## src/rtl/elem_mem_sched_pkg.sv

```systemverilog
// elem_mem_sched_pkg: shared types and constants for the element-memory write scheduler
package elem_mem_sched_pkg;

    typedef enum logic [1:0] {
        S_IDLE,
        S_XFER,
        S_DONE
    } state_t;

    localparam logic [2:0] MEMSEL_CMD  = 3'd0;
    localparam logic [2:0] MEMSEL_ENV  = 3'd1;
    localparam logic [2:0] MEMSEL_FREQ = 3'd2;

    localparam int SCHED_N_REQ = 2;
    localparam int REQ_IDX_W   = $clog2(SCHED_N_REQ);
    localparam int DESC_ADDR_W = 16;
    localparam int DESC_LEN_W  = 12;

    typedef struct packed {
        logic [2:0]             proc;
        logic [2:0]             mem;
        logic [DESC_ADDR_W-1:0] addr;
        logic [DESC_LEN_W-1:0]  len;
    } desc_t;

    // a burst aimed at a core or memory kind that does not exist must not write
    function automatic logic sel_bad(input logic [2:0] proc, input logic [2:0] mem,
                                     input int n_proc, input int n_mem);
        return (int'(proc) >= n_proc) || (int'(mem) >= n_mem);
    endfunction

endpackage

```

## src/rtl/elem_mem_write_sched_rr_arbiter.sv

```systemverilog
// rr_arbiter: round-robin grant among N requesters with a pointer advanced on accept
module rr_arbiter #(
    parameter int N  = 2,
    parameter int IW = (N > 1) ? $clog2(N) : 1
) (
    input  logic          i_clk,
    input  logic          i_reset,
    input  logic [N-1:0]  i_req,
    input  logic          i_en,
    input  logic          i_accept,
    output logic [N-1:0]  o_gnt,
    output logic [IW-1:0] o_idx
);

    logic [IW-1:0] r_ptr;

    // scan downward so the closest requester at or after the pointer wins
    always_comb begin
        o_idx = '0;
        for (int k = N - 1; k >= 0; k--)
            if (i_req[(int'(r_ptr) + k) % N]) o_idx = IW'((int'(r_ptr) + k) % N);
        o_gnt = (i_en && |i_req) ? N'(1) << o_idx : '0;
    end

    // pointer moves just past the accepted requester
    always_ff @(posedge i_clk or negedge i_reset)
        if (!i_reset) r_ptr <= '0;
        else if (i_accept) r_ptr <= (int'(o_idx) == N - 1) ? '0 : o_idx + 1'b1;

endmodule

```

## src/rtl/elem_mem_write_sched.sv

```systemverilog
// elem_mem_write_sched: round-robin burst scheduler onto the shared element-memory write port
module elem_mem_write_sched
    import elem_mem_sched_pkg::*;
#(
    parameter int N_REQ  = 2,
    parameter int DATA_W = 32,
    parameter int ADDR_W = DESC_ADDR_W,
    parameter int LEN_W  = DESC_LEN_W,
    parameter int N_PROC = 3,
    parameter int N_MEM  = 3,
    localparam int IW    = (N_REQ > 1) ? $clog2(N_REQ) : 1
) (
    input  logic                    i_clk,
    input  logic                    i_reset,
    input  logic                    i_hold,
    input  logic [N_REQ-1:0]        i_req_valid,
    output logic [N_REQ-1:0]        o_req_ready,
    input  logic [3*N_REQ-1:0]      i_req_proc,
    input  logic [3*N_REQ-1:0]      i_req_mem,
    input  logic [ADDR_W*N_REQ-1:0] i_req_addr,
    input  logic [LEN_W*N_REQ-1:0]  i_req_len,
    input  logic [N_REQ-1:0]        i_dat_valid,
    output logic [N_REQ-1:0]        o_dat_ready,
    input  logic [DATA_W*N_REQ-1:0] i_dat_data,
    output logic [DATA_W-1:0]       o_mem_write_data,
    output logic [ADDR_W-1:0]       o_mem_write_addr,
    output logic [2:0]              o_proc_write_sel,
    output logic [2:0]              o_mem_write_sel,
    output logic                    o_mem_write_en,
    output logic                    o_busy,
    output logic                    o_done,
    output logic [IW-1:0]           o_done_id,
    output logic                    o_err_sel,
    output logic                    o_err_len
);

    state_t            r_state, w_next;
    desc_t             r_desc, w_desc;
    logic [IW-1:0]     r_gid, w_gidx;
    logic [LEN_W-1:0]  r_cnt;
    logic              r_sup;
    logic [N_REQ-1:0]  w_gnt;
    logic              w_grant_en, w_accept, w_beat, w_last, w_bad, w_zero;

    // grants only while idle, not held, and out of reset so nothing leaks during reset
    assign w_grant_en = i_reset && (r_state == S_IDLE) && !i_hold;

    rr_arbiter #(.N(N_REQ), .IW(IW)) u_arb (
        .i_clk    (i_clk),
        .i_reset  (i_reset),
        .i_req    (i_req_valid),
        .i_en     (w_grant_en),
        .i_accept (w_accept),
        .o_gnt    (w_gnt),
        .o_idx    (w_gidx)
    );

    assign w_accept = |w_gnt;
    assign w_desc   = '{proc: i_req_proc[3*int'(w_gidx) +: 3],
                        mem:  i_req_mem[3*int'(w_gidx) +: 3],
                        addr: i_req_addr[ADDR_W*int'(w_gidx) +: ADDR_W],
                        len:  i_req_len[LEN_W*int'(w_gidx) +: LEN_W]};
    assign w_bad    = sel_bad(w_desc.proc, w_desc.mem, N_PROC, N_MEM);
    assign w_zero   = (w_desc.len == '0);
    assign w_beat   = (r_state == S_XFER) && i_dat_valid[r_gid];
    assign w_last   = (r_cnt == r_desc.len - 1'b1);

    assign o_req_ready = w_gnt;
    assign o_dat_ready = (r_state == S_XFER) ? N_REQ'(1) << r_gid : '0;
    assign o_busy      = (r_state != S_IDLE);

    // state register
    always_ff @(posedge i_clk or negedge i_reset)
        if (!i_reset) r_state <= S_IDLE;
        else r_state <= w_next;

    // next state: zero-length grants stay idle, the final beat closes the burst
    always_comb begin
        w_next = r_state;
        w_next = (r_state == S_IDLE) ? ((w_accept && !w_zero) ? S_XFER : S_IDLE) :
                 (r_state == S_XFER) ? ((w_beat && w_last) ? S_DONE : S_XFER) : S_IDLE;
    end

    // descriptor capture at grant and beat counting during the burst
    always_ff @(posedge i_clk or negedge i_reset)
        if (!i_reset) begin
            r_desc <= '0;
            r_gid  <= '0;
            r_sup  <= 1'b0;
            r_cnt  <= '0;
        end else if (w_accept) begin
            r_desc <= w_desc;
            r_gid  <= w_gidx;
            r_sup  <= w_bad;
            r_cnt  <= '0;
        end else if (w_beat) begin
            r_cnt  <= r_cnt + 1'b1;
        end

    // write port: strobe follows each accepted beat by one cycle, other fields hold
    always_ff @(posedge i_clk or negedge i_reset)
        if (!i_reset) begin
            o_mem_write_en   <= 1'b0;
            o_mem_write_data <= '0;
            o_mem_write_addr <= '0;
            o_proc_write_sel <= '0;
            o_mem_write_sel  <= '0;
        end else begin
            o_mem_write_en <= w_beat && !r_sup;
            if (w_beat) begin
                o_mem_write_data <= i_dat_data[DATA_W*int'(r_gid) +: DATA_W];
                o_mem_write_addr <= r_desc.addr + ADDR_W'(r_cnt);
                o_proc_write_sel <= r_desc.proc;
                o_mem_write_sel  <= r_desc.mem;
            end
        end

    // status pulses, each one cycle after the event that caused it
    always_ff @(posedge i_clk or negedge i_reset)
        if (!i_reset) begin
            o_done    <= 1'b0;
            o_done_id <= '0;
            o_err_sel <= 1'b0;
            o_err_len <= 1'b0;
        end else begin
            o_done    <= (r_state == S_DONE);
            o_err_len <= w_accept && w_zero;
            o_err_sel <= w_accept && !w_zero && w_bad;
            if (r_state == S_DONE) o_done_id <= r_gid;
        end

endmodule
```

## config.mk

```make
export PLATFORM = sky130hd
export DESIGN_NAME = elem_mem_write_sched
export DESIGN_NICKNAME = d
export VERILOG_FILES = /design/src/rtl/elem_mem_sched_pkg.sv /design/src/rtl/elem_mem_write_sched_rr_arbiter.sv /design/src/rtl/elem_mem_write_sched.sv
export SDC_FILE = /design/constraint.sdc
export NUM_CORES = 1
export LEC_CHECK = 0
export ABC_AREA = 0
export ABC_CLOCK_PERIOD_IN_PS = 2100
export BUFFER_PORTS_ARGS = -buffer_cell sky130_fd_sc_hd__buf_2
export CORE_MARGIN = 2
export CORE_UTILIZATION = 46
export DETAILED_ROUTE_END_ITERATION = 16
export PLACE_DENSITY = 0.78
export SLEW_MARGIN = 20
export SYNTH_ARGS = -nofsm -noshare
export SYNTH_HDL_FRONTEND = slang
export SYNTH_SLANG_ARGS = --single-unit
```

## constraint.sdc

```tcl
create_clock -name i_clk -period 2.1 [get_ports i_clk]
set_clock_uncertainty 0.2 [all_clocks]
set_input_delay 0 -clock i_clk [delete_from_list [all_inputs] [get_ports i_clk]]
set_output_delay 0 -clock i_clk [all_outputs]
set_load 0.01 [all_outputs]
```

After elaboration in Yosys (flattened, before gate mapping) --
Index checks and enable logic that the tools add are counted.
Operators by class: order comparisons 5, add/subtract/negate cells 5, shift operators 7, multipliers 2, muxes and demuxes 18, eq/ne operators 3, bitwise logic cells 1, reductions and logical operators 19
Operator list (number):
- variable part select 64 x 7 -> 32 bit | 1
- variable part select 32 x 6 -> 16 bit | 1
- variable part select 6 x 32 -> 3 bit | 1
- two-way mux 12 bit | 2
- variable part select 24 x 6 -> 12 bit | 1
- adder 16 x 12 -> 16 bit | 1
- adder 12 x 1 -> 12 bit, second input constant | 1
- equality test 12 bit | 1
- logical NOT 12 bit | 1
- subtractor 12 x 1 -> 12 bit, second input constant | 1
- two-way mux 1 bit | 11
- two-way mux 2 bit | 5
- logical AND 1 bit | 9
- >= comparator 3 x 2 -> 1 bit, second input constant | 2
- multiplier 2 x 1 -> 3 bit, first input constant | 2
- variable part select 6 x 4 -> 3 bit | 1
- less-than comparator 1 x 2 -> 1 bit, second input constant | 2
- nonzero test 2 bit | 2
- OR reduction 2 bit | 2
- left shift 1 x 1 -> 2 bit, first input constant | 2
- logical NOT 1 bit | 3
- less-than comparator 2 x 3 -> 1 bit, second input constant | 1
- adder 1 bit, second input constant | 2
- equality test 2 x 1 -> 1 bit, second input constant | 1
- other kinds (4) | 4
Word-level totals: bits of input ports 139, logic and storage cells 78, register bits 110

Logic depth before layout (Yosys ltp) --
depth after elaboration 14, depth in mapped cells 9, gate-level depth less buffers 9

Hierarchy --
From an unflattened synthesis, not the netlist that was laid out.
Unflattened totals: cells, all modules 618, area, all modules 5849.4 sq um
Modules (own cells, without submodules):
- elem_mem_write_sched | area each 5778.0 sq um, cells an instance 610, instances 1
- rr_arbiter | area each 71.3 sq um, cells an instance 8, instances 1

Worst setup path after synthesis --
No wires, ideal clock.
path kind register to register, start register r_cnt[6], end register o_mem_write_addr[13], setup time 0.069 ns, setup slack -0.251 ns, required time 1.831 ns, path buffers 1, arrival 2.082 ns, stages on the path, launching flop included 8, cell sequence dfrtp_1 -> ha_1 -> clkbuf_1 -> a211o_1 -> o211ai_1 -> a31oi_1 -> or4b_1 -> nand3_1
On the way: word-level cells in the longest chain between the ends 1
Ends and longest elaborated chain:
- start, declared | line elem_mem_write_sched.sv:40 | logic [LEN_W-1:0] r_cnt;
- start signal, assigned | line elem_mem_write_sched.sv:97 | r_cnt <= r_cnt + 1'b1;
- adder 16 x 12 -> 16 bit | line elem_mem_write_sched.sv:112 | o_mem_write_addr <= r_desc.addr + ADDR_W'(r_cnt);
- end signal, assigned | line elem_mem_write_sched.sv:112
- end, declared | line elem_mem_write_sched.sv:26 | output logic [ADDR_W-1:0] o_mem_write_addr,
No other way between the ends. A chain may end at the register's enable or synchronous reset.

Worst setup path in the final report --
start register r_desc[13] in the netlist's numbering, end register o_mem_write_addr[14]
On the way: word-level cells in the longest chain between the ends 1
Ends and longest elaborated chain:
- start, declared | line elem_mem_write_sched.sv:38 | desc_t r_desc, w_desc;
- start signal, assigned | line elem_mem_write_sched.sv:92 | r_desc <= w_desc;
- adder 16 x 12 -> 16 bit | line elem_mem_write_sched.sv:112
No other way between the ends.

==> summary.txt <==
Timing
  • Final Critical Period: 2.30 ns
  • Tightest Pin Transition: 0.627 ns
  • Hold Vio Cnt, Final: 0
  • Final WS setup: -0.196 ns
  • Worst slew margin: 58.2%
  • RSZ-0062 raised after global routing: true
  • Max-slew violations: 0
  • Final period util: 109%
  • Setup violators final: 9
  • Fmax: 436 MHz

Detailed routing
  • Total number of vias: 6,155
  • Remaining antenna violation count: 0
  • Via-to-Cell Ratio: 5.28
  • WL/cell: 17.3 um
  • Final wirelength: 20,200 um
  • Drt initial violations: 409
  • Remaining DRCs: 0
  • Drt first pass iters: 7

Worst setup path
  • Max incr delay on CP: 0.40 ns
  • Critical path class: flip-flop to flip-flop
  • Worst-case reg-to-reg path depth: 9
  • Reg2reg setup slack: -0.20 ns
  • Cell Chain, Critical Path: buf_4, inv_2, fa_2, nor2b_1, o31a_1, a31oi_2, o2111ai_2, a21o_1, a31oi_1
  • Startpoint of the worst-slack reg-to-reg timing path: r_desc[13]
  • Crit path buffers/inverters: 2
  • CP top delay family: compound AO/OA/AOI/OAI gates
  • Worst Setup End Kind: flip-flop
  • Worst R2R End: o_mem_write_addr[14]
  • CP Launch Type: flip-flop
  • Crit path max-delay cell type: dfrtp_1
  • CP Data Required Time: 2.12 ns
  • Worst-path fanout max: 3
  • CP Data Arrival Time: 2.32 ns

Global route
  • Tot GR Track Use: 29.4%
  • Most used routing layer: met2
  • Grt ovf: 0
  • Met1 Use GR: 36.4%
  • Initial antenna violation count: 0
  • Met3 usage: 5.41%
  • M2 GR Usage: 49.8%
  • Vias in the first global route: 6,260
  • First-pass GRT wire length: 31,000 um
  • Largest net degree at the start of global routing: 111

Floorplanning
  • Row count: 41
  • Initial Util: 46.8%
  • Die Ht: 117 um
  • Die area: 0.0136 mm2
  • I/O Pins: 203
  • Core Area: 0.0125 mm2
  • Die X: 117 um

Place
  • Routability cong.: 0.865
  • Detail Placement HPWL: 11,800 um
  • Dpl cell area: 0.00744 mm2
  • IO Port Bufs: 202

Synthesis
  • Synth area leader: dfrtp_1
  • Post-Syn Area: 0.00585 mm2
  • Synth cell types: 51
  • Post-synth EDFFs: 0
  • Top cells by count, synth: 117 x nand2_1, 110 x dfrtp_1, 67 x mux2i_1
  • Cell with the most instances after synthesis: nand2_1
  • Post-synth net total: 766
  • Synth Register Bits: 110
  • Mapped Cells: 612
  • Ys flop type: dfrtp_1
  • Async SR Flop Fraction: 100%
  • Synth area leaders: dfrtp_1 47%, mux2i_1 11%, nand2_1 7.5%, o21ai_1 3.9%, o21ai_0 3.5%
  • Syn_area_per_cell: 9.56 um2
  • Synth Warn #: 0
  • Yosys top cell area share: 47.0%
  • Sequential area share after synthesis: 47.0%

Clock tree
  • Worst-path clk slew: 0.08 ns
  • CTS Buffer Depth: 2
  • Worst-Skew Late Latency: 0.35 ns
  • CTS Buf Count: 9
  • CTS tree: yes
  • CTS Root Cell: clkbuf_16
  • Clock Sink Count: 110
  • H-tree depth: 3

Status
  • Failing checks: negative setup slack
  • Outcome: complete, but fails checks

Layout
  • Layout cell share with drive strength beyond 1: 32.1%
  • Number of nets in the layout: 1,143
  • Fill count: 844
  • Area grow syn2layout: 59.6%
  • Final Instance Area: 0.00934 mm2
  • Final core occ: 74.6%
  • N_diodes: 0

Min path
  • Worst hold path class: primary input to asynchronous set/reset pin

Pwr
  • Cell Pwr Density: 661 mW/mm2
  • Power Total: 6.17 mW
  • Max IR drop VDD: 0.497 mV
  • Leakage Power: 4.55 nW

Run
  • Max-cap viol count: 0
worst reg2reg max path: cells and delay by family (launching register included):
family / cells / cell delay, ns
buffers and inverters: 2 / 0.18
AOI/OAI and AO/OA: 5 / 0.83
DFF: 1 / 0.40
adders and majority gates: 1 / 0.40
and+or+nand+nor: 1 / 0.15
cells in the final DEF (no fill, tap or decap), types with 7 or more instances in the layout:
cell,instances
dfrtp_1,108
buf_4,51
ha_1,8
nor2_1,24
nand2_1,116
nor4_1,7
xnor2_1,22
dlygate4sd3_1,138
mux2i_1,67
xor2_1,13
inv_1,8
o21ai_0,40
o21ai_1,44
nand3_1,14
clkbuf_16,9
buf_2,201
how the worst max path moves through the flow:
stage / startpoint / to / slack (ns) / cells past startpoint
final: r_desc[13] / o_mem_write_addr[14] / -0.20 / 9
after floorplan: r_cnt[6] / o_mem_write_addr[13] / -0.23 / 7
after CTS: r_cnt[0] / o_mem_write_addr[8] / -0.16 / 10
after global routing: r_cnt[0] / o_mem_write_addr[14] / -0.27 / 9
after detailed placement: r_desc[13] / o_mem_write_addr[13] / -0.22 / 7
after global placement: r_desc[13] / o_mem_write_addr[13] / -0.18 / 7
report_power, final:
part / internal, mW / switching [mW]
Combinational: 0.988 / 0.996
Sequential: 2.36 / 0.151
Clock: 0.834 / 0.846
Total: 4.18 / 1.99
state kept, by name, indices dropped and copies added (netlist names), 2 cells and up:
register / count
o_mem_write_addr: 16
o_mem_write_data: 32
o_mem_write_sel: 3
o_proc_write_sel: 3
r_cnt: 12
r_desc: 34
r_state: 2
cells by family (layout without fill, tap and decap cells):
logic type      after synthesis  after routing  share of synthesized area [%]
simple gates                209            209                           16.4
mux                          69             69                           11.8
flops                       110            110                           47.0
buf+inv                      44            426                           2.95
fa+ha+maj                    15             15                           3.33
xor+xnor                     37             37                           5.66
compound gates              128            128                           12.8
stage by stage:
step | hold WS [ns] | cells | setup WS (ns) | setup TNS, ns
detailed placement | -0.0226 | 1004 | -0.222 | -1.03
CTS | 0.150 | 1163 | -0.157 | -0.793
global placement | -0.0191 | 1004 | -0.179 | -0.630
floorplan | -0.496 | 612 | -0.226 | -0.477
finish | 0.0760 | 1166 | -0.196 | -1.16
global route | 0.157 | 1166 | -0.271 | -1.94
routing by layer:
layer,wire [um],vias up,share of wire (%)
met1,8250,2902,41
met3,1600,63,7.9
met2,9620,299,48
met4,723,0,3.6
met5,0,-,0
li1,-,2891,-
layout make-up:
cell class / count / area (um2) / share of cell area (%)
clock buffers: 9 / 225 / 2.41
clock inverters: 7 / 65.1 / 0.696
inverters: 12 / 45.0 / 0.482
multi-input cells: 458 / 3140 / 33.6
flip-flops and latches: 110 / 2760 / 29.5
well taps: 172 / 215 / 2.30
repair buffers: 398 / 2900 / 31.0
timing repair:
item                                    CTS  global route
endpoints found under the setup margin   10            37
pin swaps                                 8             9
hold endpoints to repair                182             0
hold buffers                            138             0
setup buffers                             5             3
resized for setup                        15            21
(Power assumes the default switching activity.)
